File: src/rtl/msrv32_store_bus_unit.sv
// Store bus unit: aligns rs2, builds byte masks, issues one write with req/ack.
// Optional MSRV32_STORE_TIMEOUT_EN aborts a write left unacked for TIMEOUT_CYCLES.
module msrv32_store_bus_unit #(
  parameter int WIDTH          = 32,
  parameter int TIMEOUT_CYCLES = 16
) (
  input  logic             clk_in,
  input  logic             rst_n_in,
  input  logic             store_req_in,
  input  logic             flush_in,
  input  logic [1:0]       funct3_in,
  input  logic [WIDTH-1:0] iadder_in,
  input  logic [WIDTH-1:0] rs2_in,
  input  logic             wr_ack_in,
  output logic [WIDTH-1:0] d_addr_out,
  output logic [WIDTH-1:0] data_out,
  output logic [3:0]       wr_mask_out,
  output logic             wr_req_out,
  output logic             stall_out,
  output logic             misaligned_out,
  output logic             bus_err_out
);

  if (WIDTH != 32 || TIMEOUT_CYCLES < 1) begin : g_cfg_err
    $error("msrv32_store_bus_unit: WIDTH must be 32, TIMEOUT_CYCLES >= 1");
  end

  typedef enum logic {
    IDLE = 1'b0,
    REQ  = 1'b1
  } state_e;

  state_e state_q, state_d;

  logic [WIDTH-1:2] addr_q, addr_d;
  logic [WIDTH-1:0] data_q, data_d;
  logic [3:0]       mask_q, mask_d;
  logic             mis_q, mis_d;

  logic             is_sb, is_sh, is_sw;
  logic             misal, capture, accept, done, abort;
  logic [WIDTH-1:0] data_new;
  logic [3:0]       mask_new;

  assign is_sb = (funct3_in == 2'b00);
  assign is_sh = (funct3_in == 2'b01);
  assign is_sw = funct3_in[1];

  assign misal = (is_sh & iadder_in[0])
               | (is_sw & (|iadder_in[1:0]));

  assign capture = (state_q == IDLE) & store_req_in & ~flush_in;
  assign accept  = capture & ~misal;
  assign done    = (state_q == REQ) & wr_ack_in;

  always_comb begin
    data_new = rs2_in;
    mask_new = 4'b1111;
    unique case (1'b1)
      is_sb: begin
        data_new = {4{rs2_in[7:0]}};
        mask_new = 4'b0001 << iadder_in[1:0];
      end
      is_sh: begin
        data_new = {2{rs2_in[15:0]}};
        mask_new = iadder_in[1] ? 4'b1100 : 4'b0011;
      end
      default: begin
        data_new = rs2_in;
        mask_new = 4'b1111;
      end
    endcase
  end

`ifdef MSRV32_STORE_TIMEOUT_EN
  localparam int CW = ($clog2(TIMEOUT_CYCLES + 1) > 8) ?
                      $clog2(TIMEOUT_CYCLES + 1) : 8;

  logic [CW-1:0] cnt_q, cnt_d;
  logic          err_q, err_d;

  // Counter stays zero in IDLE, so it is clear on every entry to REQ.
  assign abort = (state_q == REQ) & ~wr_ack_in
               & (cnt_q == CW'(TIMEOUT_CYCLES - 1));

  always_comb begin
    cnt_d = '0;
    err_d = abort;
    if (state_q == REQ && !wr_ack_in && !abort) begin
      cnt_d = cnt_q + CW'(1);
    end
  end

  always_ff @(posedge clk_in or negedge rst_n_in) begin
    if (!rst_n_in) begin
      cnt_q <= '0;
      err_q <= 1'b0;
    end else begin
      cnt_q <= cnt_d;
      err_q <= err_d;
    end
  end

  assign bus_err_out = err_q;
`else
  assign abort       = 1'b0;
  assign bus_err_out = 1'b0;
`endif

  always_ff @(posedge clk_in or negedge rst_n_in) begin
    if (!rst_n_in) begin
      state_q <= IDLE;
      addr_q  <= '0;
      data_q  <= '0;
      mask_q  <= '0;
      mis_q   <= 1'b0;
    end else begin
      state_q <= state_d;
      addr_q  <= addr_d;
      data_q  <= data_d;
      mask_q  <= mask_d;
      mis_q   <= mis_d;
    end
  end

  always_comb begin
    state_d = state_q;
    unique case (state_q)
      IDLE: if (accept) state_d = REQ;
      REQ:  if (done || abort) state_d = IDLE;
      default: state_d = IDLE;
    endcase
  end

  always_comb begin
    addr_d = addr_q;
    data_d = data_q;
    mask_d = mask_q;
    mis_d  = capture & misal;
    if (accept) begin
      addr_d = iadder_in[WIDTH-1:2];
      data_d = data_new;
      mask_d = mask_new;
    end
  end

  always_comb begin
    d_addr_out     = {addr_q, 2'b00};
    data_out       = data_q;
    wr_mask_out    = mask_q;
    wr_req_out     = (state_q == REQ);
    misaligned_out = mis_q;
    stall_out      = ((state_q == REQ) & ~wr_ack_in) | accept;
  end

endmodule

File: config.mk
export PLATFORM = sky130hd
export DESIGN_NAME = msrv32_store_bus_unit
export DESIGN_NICKNAME = d
export VERILOG_FILES = /design/src/rtl/msrv32_store_bus_unit.sv
export SDC_FILE = /design/constraint.sdc
export NUM_CORES = 1
export LEC_CHECK = 0
export ABC_AREA = 1
export CAP_MARGIN = 20
export CORE_MARGIN = 4
export CORE_UTILIZATION = 23
export CTS_CLUSTER_DIAMETER = 200
export DETAILED_ROUTE_END_ITERATION = 10
export GPL_ROUTABILITY_DRIVEN = 0
export PLACE_DENSITY_LB_ADDON = 0.15
export SETUP_SLACK_MARGIN = 0.05
export SYNTH_ARGS = -nofsm -noshare
export SYNTH_HDL_FRONTEND = slang
export SYNTH_SLANG_ARGS = --single-unit
File: constraint.sdc
create_clock -name clk_in -period 1.45 [get_ports clk_in]
set_clock_uncertainty 0.1 [all_clocks]
set_input_delay 0.145 -clock clk_in [delete_from_list [all_inputs] [get_ports clk_in]]
set_output_delay 0.145 -clock clk_in [all_outputs]
set_load 0.02 [all_outputs]
Word-level counts from Yosys, hierarchy flattened. Cells that the tools add are included.

$add $sub $neg: 0. Multipliers: 0. Div/mod/pow operators: 0. Magnitude comparators: 0. Eq/ne operators: 1. Shifts and indexed selects: 1. Mux-type cells: 6. Bitwise logic cells: 14. Reductions and logical operators: 2.

Operator list (number): one-hot mux 32 bit (2 select lines) (1); bitwise AND 1 bit (8); one-hot mux 4 bit (2 select lines) (1); 2-to-1 mux 4 bit (1); inverter 1 bit (4); << shifter 1 x 2 -> 4 bit, first input constant (1); == test 2 x 1 -> 1 bit, second input constant (1); logical NOT 2 bit (1); 2-to-1 mux 1 bit (2); bitwise OR 1 bit (2); one-hot mux 1 bit (2 select lines) (1); OR reduction 2 bit (1).

Bits in registers: 68. Bits in latches: 0. RAM bits: 0. ROM bits: 0. Input port bits: 71. Word-level logic and storage cells: 29. Memories: 0.

Depth between registers and ports, before layout. Gate-level depths: netlist of the first run.

Depth in word-level cells: 7. Gate-level depth with buffers: 9. Gate-level depth less buffers: 6.

Least setup slack after synthesis of the first run. No wires, ideal clock.

Kind: register to output. Start: reg state_q (netlist: wr_req_out). End: out stall_out. Arrival time: 1269 ps. Slack: -64 ps. Cell stages (with the launch flop): 8. Buffers on the path: 2. Cells stage by stage: dfrtp_1 -> inv_1 -> nand3_1 -> inv_1 -> nand2_2 -> buf_6 -> buf_6 -> o21ai_0.

Longest elaborated chain between the ends: 5. Elaborated cells between the ends (all ways): 6.

RTL lines: from (decl) (line 33) `state_e state_q, state_d;`; from (signal assigned) (line 118) `state_q <= state_d;`; inverter 1 bit; bitwise AND 1 bit (2 in series) (line 52) `assign capture = (state_q == IDLE) & store_req_in & ~flush_in;`; bitwise AND 1 bit (line 53) `assign accept = capture & ~misal;`; bitwise OR 1 bit (*) (line 153) `stall_out = ((state_q == REQ) & ~wr_ack_in) | accept;`; to (decl) (line 19) `output logic stall_out,`.

Every way passes the cells marked *; elsewhere a longest branch is shown, timed or not.

Worst setup path after layout of the first run. Ends and elaborated chain as after synthesis.

==> results.ini, run 1 <==
[finish]
final_common_cell=nand2_1
syn2layout_area_growth_pct=66.30
final_layout_size_suffix_gt1_share_pct=10.02
seq_area_um2=1703
num-fill-cells=1438
multi_input_area_um2=1244
layout.nets=616
most-common-layout-cells=nand2_1, dlygate4sd2_1, clkdlybuf4s50_1
fin_cells=725
antenna_cells=0

[power]
p_seq_share_pct=36.3
p_int_mw=4.708
p_switching_mw=2.316
clkPwrFrac_pct=32.8
vdd_drop_max_uv=483.5
p_sw_share_pct=32.98
share_comb_of_total_power_pct=30.9
power_density_nw_per_um2=1362
p_total_mw=7.024
power.leakage_nw=2.758

[route]
viasPerCell=4.288
drtAntennaViolNets=0
dr.pass1.iters=4
drtIter0Drc=123
vias=3109
wirelength_um=11360
avgRoutedWirePerCell_um=15.67
drc_errors=0

[synthesis]
ys_types=15
syn_avg_cell_area_um2=7.909
muxShareOfSynthArea_pct=0
synth_adder_area_share_pct=0
seq_area_frac_synth_pct=54.88
yosysWarnings=0
synthXorXnorAreaFrac_pct=0
yosys.area_share.simple_pct=37.57
synth_top_family_by_area=simple AND/OR/NAND/NOR gates
synthesis.area_um2=3100
synth-seq-cells=68
synth-compound-area-share_pct=0.8071
synthCells=392

[global_route]
grt.busiest_layer=met2
grt_use_total_pct=13.76
antenna_found_initial=0
grt_overflow=0
grt_max_degree=69
use_met3_pct=5.767
grt_util_met1_pct=18.30
grt_pass1_wl_um=15990
use_met2_pct=20.51
grt_pass1_vias=2990

[die]
initial_core_util_pct=23.41
rows=42
core_region_area_um2=13240
die_x_um=124.1
io_pins=143
dieArea_um2=15400
die_h_um=124.1

[critical_path]
r2r_slack_ps=80
crit_fanout=2
crit_required_ps=1210
rr_worst_depth=7
critical_path_arrival_ps=1210
rr_startpoint=wr_req_out
r2r_end=data_out[28]
critPathKind=reg -> out
crit_path_start_kind=register
end_kind=primary output

[clock_tree]
cts_tree=built
clockBufferDepth=2
cts_buffers=9
clk_pin_slew_ps=60
clock-sinks=68
cts_root_buf=clkbuf_16
clk_latency_ps=330
htree_levels=3

[sta]
setup_violations=1
slew_violations=0
finalCriticalPeriod_ps=1456
hold_viol=0
fmax_mhz=686.9
rsz0062_at_grt=yes
min_period_over_period_pct=100.4
fin_ws_ps=-5.902

[job]
drv_cap=0

[outcome]
status=finished with violations
violations=setup timing

[worst_hold_path]
hold_path_class=in -> async

[placed_design]
dp.cells=701
detailed_place_hpwl_um=7345
io_buffers=139

synth_stat cells:
cell type / number / area [um2]
a21oi_1: 1 / 5.000
buf_2: 15 / 75.07
buf_4: 7 / 52.55
buf_6: 4 / 45.04
clkbuf_1: 1 / 3.750
conb_1: 1 / 3.750
dfrtp_1: 68 / 1702
inv_1: 6 / 22.52
inv_4: 1 / 6.260
nand2_1: 214 / 803.3
nand2_2: 2 / 12.51
nand2_4: 2 / 22.52
nand3_1: 63 / 315.3
nor2_1: 3 / 11.26
o21ai_0: 4 / 20.02
power groups by stage:
| stage | registers [mW] | clock network, mW | logic, mW |
|---|---|---|---|
| 3_3_place_gp | 2.60 | 0 | 2.42 |
| 3_5_place_dp | 2.60 | 0 | 2.43 |
| 5_1_grt | 2.61 | 2.46 | 2.37 |
| 4_1_cts | 2.56 | 2.38 | 2.16 |
| 2_1_floorplan | 3.12 | 0 | 0.553 |
| 6_report | 2.55 | 2.30 | 2.17 |
worst max-delay path: stages, from the launching register on:
cell and delay [ps]:
dfrtp_2 400, inv_2 80, nand3_4 80, inv_4 70, nand2_4 60, o21ai_4 60, buf_6 130
how the worst max path moves through the flow:
stage / slack [ps] / cells past startpoint / start / end
after floorplan: 80 / 7 / wr_req_out / stall_out
after global placement: -470 / 7 / funct3_in[1] / stall_out
after detailed placement: -460 / 7 / funct3_in[1] / stall_out
after CTS: -30 / 6 / wr_req_out / stall_out
after global routing: -90 / 6 / wr_req_out / stall_out
final: -6 / 6 / wr_req_out / stall_out
per-layer routing:
layer	routed length (um)	share of wire, %	vias to the layer above
met5	0	0	-
met4	105	0.92	0
met3	955	8.4	8
met2	5116	45	105
met1	5184	46	1458
li1	-	-	1538
sequential cells by signal (all words and copies together) (netlist names):
| register | count |
|---|---|
| addr_q | 30 |
| data_out | 32 |
| wr_req_out | 1 |
| misaligned_out | 1 |
| wr_mask_out | 4 |
through the flow:
| stage | util [%] | setup WS, ps | hold slack, ps | setup TNS (ps) | instance area [um2] |
|---|---|---|---|---|---|
| final | 38.94 | -5.902 | 228.0 | -5.902 | 5156 |
| after global routing | 38.94 | -86.48 | 257.0 | -118.5 | 5156 |
| after CTS | 38.00 | -33.67 | 254.4 | -33.67 | 5032 |
| after detailed placement | 35.74 | -462.1 | 90.59 | -20820 | 4733 |
| after global placement | 35.74 | -471.6 | 85.30 | -21000 | 4733 |
| after floorplan | - | 80.76 | -250.6 | 0 | 3120 |
logic make-up (layout without fill, tap and decap cells):
| kind of cell | count (synthesis) | after routing |
|---|---|---|
| buffers and inverters | 34 | 189 |
| DFF | 68 | 68 |
| and+or+nand+nor | 284 | 284 |
| other | 1 | 3 |
| AOI/OAI and AO/OA | 5 | 5 |
area by class of cell:
| class | instances | share of cell area [%] |
|---|---|---|
| inverter | 7 | 0.6066 |
| tap | 176 | 4.271 |
| clock buffer | 10 | 4.441 |
| sequential | 68 | 33.03 |
| timing repair buffer | 167 | 32.03 |
| clock inverter | 5 | 1.504 |
| multi-input combinational | 292 | 24.12 |
timing repair:
item / CTS / global route
hold buffers: 1 / 0
endpoints found under the hold margin: 68 / 0
endpoints found under the setup margin: 136 / 67
buffers inserted: 1 / 0
pin swaps: 0 / 0
gates resized for setup: 85 / 14
cloned: 1 / 6
No activity file was read; power rests on OpenSTA's default activity.
==> run 2: changes to the inputs <==
- HOLD_SLACK_MARGIN: not set -> 0.12
- SETUP_SLACK_MARGIN: 0.05 -> 0.5
==> results.ini, run 2 (synthesized netlist as in run 1, its figures left out) <==
[critical_path]
r2r_slack_ps=-4
critical_path_arrival_ps=1210
cp.buffers_inverters=3
end_kind=primary output
path_delay_family=flip-flops
r2r_end=data_out[15]
critPathMaxStageDelay_ps=400
rr_startpoint=wr_req_out
cp_slowest_cell=dfrtp_2
crit_required_ps=1210
crit_fanout=2
crit_path_start_kind=register
critPathKind=reg -> out
rr_worst_depth=8
crit_chain=inv_2 > nand3_4 > inv_4 > nand2_4 > o21ai_4 > buf_6

[sta]
setup_violations=1
rsz0062_at_grt=yes
hold_ws_ps=-340.5
fmax_mhz=687.8
finalCriticalPeriod_ps=1454
min_period_over_period_pct=100.3
fin_ws_ps=-3.962
slew_violations=0
hold_viol=47
setup_tns_ps=-3.962

[global_route]
antenna_found_initial=0
grt_use_total_pct=16.63
grt_max_degree=32
grt_overflow=0
grt_pass1_wl_um=19050
grt_pass1_vias=3354

[die]
die_x_um=124.1
rows=42
io_pins=143
initial_core_util_pct=23.41
dieArea_um2=15400
core_region_area_um2=13240
die_h_um=124.1

[finish]
final_common_cell=nand2_1
fin_cells=759
antenna_cells=0
largest_reg_flops=32
layout.nets=649
fin_util_pct=44.41
syn2layout_area_growth_pct=89.67
most-common-layout-cells=nand2_1, buf_6, dfrtp_1, clkdlybuf4s50_1, nand3_1
final_layout_size_suffix_gt1_share_pct=32.08

[outcome]
status=finished with violations
violations=hold timing, setup timing

[worst_hold_path]
hold_path_class=in -> async

[route]
drtAntennaViolNets=0
avgRoutedWirePerCell_um=16.44
drtIter0Drc=171
vias=3266
viasPerCell=4.303
drc_errors=0
dr.pass1.iters=4
wirelength_um=12480

[clock_tree]
cts_root_buf=clkbuf_16
htree_levels=3
clockBufferDepth=2
clock-sinks=68
cts_buffers=9
clk_latency_ps=320
clk_pin_slew_ps=60
cts_tree=built

[power]
power_density_nw_per_um2=1405
p_total_mw=8.261
vdd_drop_max_uv=481.9
power.leakage_nw=3.041

[placed_design]
io_buffers=139
detailed_place_hpwl_um=7459
dp.cells=700

[job]
drv_cap=0

run 2: repair_timing:
action | 4_1_cts | 5_1_grt
buffers inserted | 14 | 17
hold endpoints to repair | 68 | 57
gates resized for setup | 439 | 38
setup endpoints to repair | 137 | 137
cloned | 12 | 0
pin swaps | 2 | 5
run 2: cell type report:
cell class / instances / area (um2)
clock buffers: 12 / 256.5
flip-flops and latches: 68 / 1703
repair buffers: 200 / 2222
inverters: 7 / 33.78
clock inverters: 4 / 95.09
multi-input cells: 292 / 1350
well taps: 176 / 220.2
fillers: 1343 / 7362
run 2: worst max path at each step:
stage,from,endpoint,slack [ps],cells past startpoint
after floorplan,wr_req_out,stall_out,120,7
after global placement,funct3_in[1],stall_out,-520,7
after detailed placement,funct3_in[1],stall_out,-530,7
after CTS,wr_req_out,stall_out,-20,6
after global routing,wr_req_out,data_out[0],-80,8
final,wr_req_out,stall_out,-4,6
run 2: metal layers:
layer / wire (um) / vias to the layer above / global-route usage (%)
li1: - / 1606 / -
met1: 5612 / 1541 / 21.96
met2: 5811 / 104 / 26.52
met3: 892 / 15 / 4.768
met4: 162 / 0 / 4.860
met5: 0 / - / 0
run 2: where the power goes:
part           leakage, nW  total [mW]  switching (mW)  internal (mW)
combinational         2.02        2.99            1.39           1.60
sequential           0.852        2.70           0.362           2.33
clock                0.173        2.57           0.800           1.77
run 2: stage by stage:
step	area, um2	worst slack, ps
detailed placement	4723	-532.0
floorplan	3152	117.9
finish	5881	-3.962
CTS	5642	-19.86
global placement	4723	-517.6
global route	5881	-78.01
run 2: worst register-to-register path, cell delays in order, from the launching register on:
cell	delay, ps
dfrtp_2	400
inv_2	80
nand3_4	80
inv_4	80
nand2_4	60
buf_8	150
bufbuf_16	290
nand2_1	60
nand2_1	50
==> run 3: changes to the inputs <==
- CORE_UTILIZATION: 23 -> 41
- SETUP_SLACK_MARGIN: 0.5 -> not set
==> results.ini, run 3 (synthesized netlist as in run 1, its figures left out) <==
[global_route]
grt_pass1_wl_um=14720
antenna_found_initial=0
grt_overflow=0
grt_pass1_vias=3039
grt_max_degree=69
grt_use_total_pct=20.83

[clock_tree]
clk_pin_slew_ps=70
cts_buffers=9
htree_levels=3
clk_latency_ps=330
clock-sinks=68
cts_tree=built
clockBufferDepth=2
cts_root_buf=clkbuf_8

[die]
rows=31
core_region_area_um2=7292
initial_core_util_pct=42.52
dieArea_um2=9017
die_h_um=94.96
die_x_um=94.96
io_pins=143

[finish]
fin_cells=637
syn2layout_area_growth_pct=54.36
largest_reg_flops=32
final_layout_size_suffix_gt1_share_pct=7.807
layout.nets=604
most-common-layout-cells=nand2_1, dlygate4sd2_1, dfrtp_1, clkdlybuf4s50_1, nand3_1
final_common_cell=nand2_1
antenna_cells=0
num-fill-cells=689

[placed_design]
dp.cells=620
dp_slack_ps=-491.0
detailed_place_hpwl_um=6413
io_buffers=139

[worst_hold_path]
hold_path_class=in -> async

[job]
drv_cap=0

[sta]
setup_violations=0
hold_ws_ps=255.4
hold_viol=0
min_period_over_period_pct=99.49
fin_ws_ps=7.462
finalCriticalPeriod_ps=1443
fmax_mhz=693.2
rsz0062_at_grt=yes
slew_violations=0
setup_tns_ps=0

[critical_path]
rr_startpoint=wr_req_out
crit_path_start_kind=register
crit_required_ps=1210
r2r_end=data_out[24]
crit_top_cell=inv_2
rr_worst_depth=8
cp-endpoint=stall_out
cp-startpoint=wr_req_out
critical_path_arrival_ps=1200
r2r_slack_ps=60
critPathKind=reg -> out
crit_fanout=2
critPathMaxStageDelay_ps=390
crit_chain=inv_2 > nand3_2 > inv_2 > nand2_2 > o21ai_2 > buf_6
end_kind=primary output
cp_slowest_cell=dfrtp_1

[outcome]
status=finished, final reports clean

[route]
drtAntennaViolNets=0
vias=3069
wirelength_um=9054
avgRoutedWirePerCell_um=14.21
dr.pass1.iters=4
drc_errors=0
drtIter0Drc=144
viasPerCell=4.818

[power]
power.leakage_nw=2.630
power_density_nw_per_um2=1362
p_total_mw=6.520
vdd_drop_max_uv=578.3

## run 3: cell types whose count changed in the layout (fill, tap and decap cells not counted), sizes merged
cell	previous run	this run
buf	125	17
clkinv	1	2
clkinvlp	0	1
dlygate4sd3	0	1
clkbuf	12	10
dlygate4sd2	3	69
bufbuf	5	0
clkdlybuf4s50	67	68
## run 3: worst max-delay path: cells and delay by family (launching register included)
| family | cells | cell delay, ps |
|---|---|---|
| flip-flops | 1 | 390 |
| buffers and inverters | 3 | 280 |
| AND/OR/NAND/NOR | 2 | 140 |
| AO/OA/AOI/OAI | 1 | 60 |
## run 3: repair_timing
action / in CTS / in global routing
resized for setup: 80 / 1
hold endpoints to repair: 68 / 0
endpoints found under the setup margin: 132 / 56
hold buffers: 1 / 0
cloned: 0 / 0
setup buffers: 0 / 0
## run 3: worst min-delay path by stage
stage / from / endpoint / slack, ps / depth (start not counted)
after floorplan: rst_n_in / addr_q[10] / -250 / 0
after global placement: rst_n_in / addr_q[3] / 100 / 2
after detailed placement: rst_n_in / addr_q[3] / 90 / 2
after CTS: iadder_in[20] / addr_q[20] / 250 / 3
after global routing: iadder_in[13] / addr_q[13] / 260 / 3
final: rst_n_in / addr_q[2] / 260 / 3
## run 3: report_power, final
part	leakage, nW	switching [mW]	total [mW]	internal, mW
sequential	0.853	0.211	2.54	2.32
clock	0.122	0.721	1.91	1.19
combinational	1.65	1.24	2.07	0.833
## run 3: per-stage QoR
stage / area, um2 / util (%)
floorplan: 3112 / -
global placement: 4596 / 63.02
detailed placement: 4596 / 63.02
CTS: 4782 / 65.58
global route: 4786 / 65.63
finish: 4786 / 65.63
## run 3: final cells by class
cell class | instances | area, um2 | area share [%]
Inverter | 7 | 28.78 | 0.6013
Tap cell | 99 | 123.9 | 2.588
Multi-Input combinational cell | 292 | 1210 | 25.28
Clock buffer | 10 | 137.6 | 2.876
Sequential cell | 68 | 1702 | 35.56
Clock inverter | 6 | 111.4 | 2.327
Timing Repair Buffer | 155 | 1473 | 30.77
## run 3: metal layers
layer / up-vias / routed length (um) / global-route usage (%)
met5: - / 0 / 0
met4: 0 / 167 / 7.692
met3: 19 / 632 / 4.622
met2: 109 / 4142 / 32.59
met1: 1436 / 4112 / 28.36
li1: 1505 / - / -
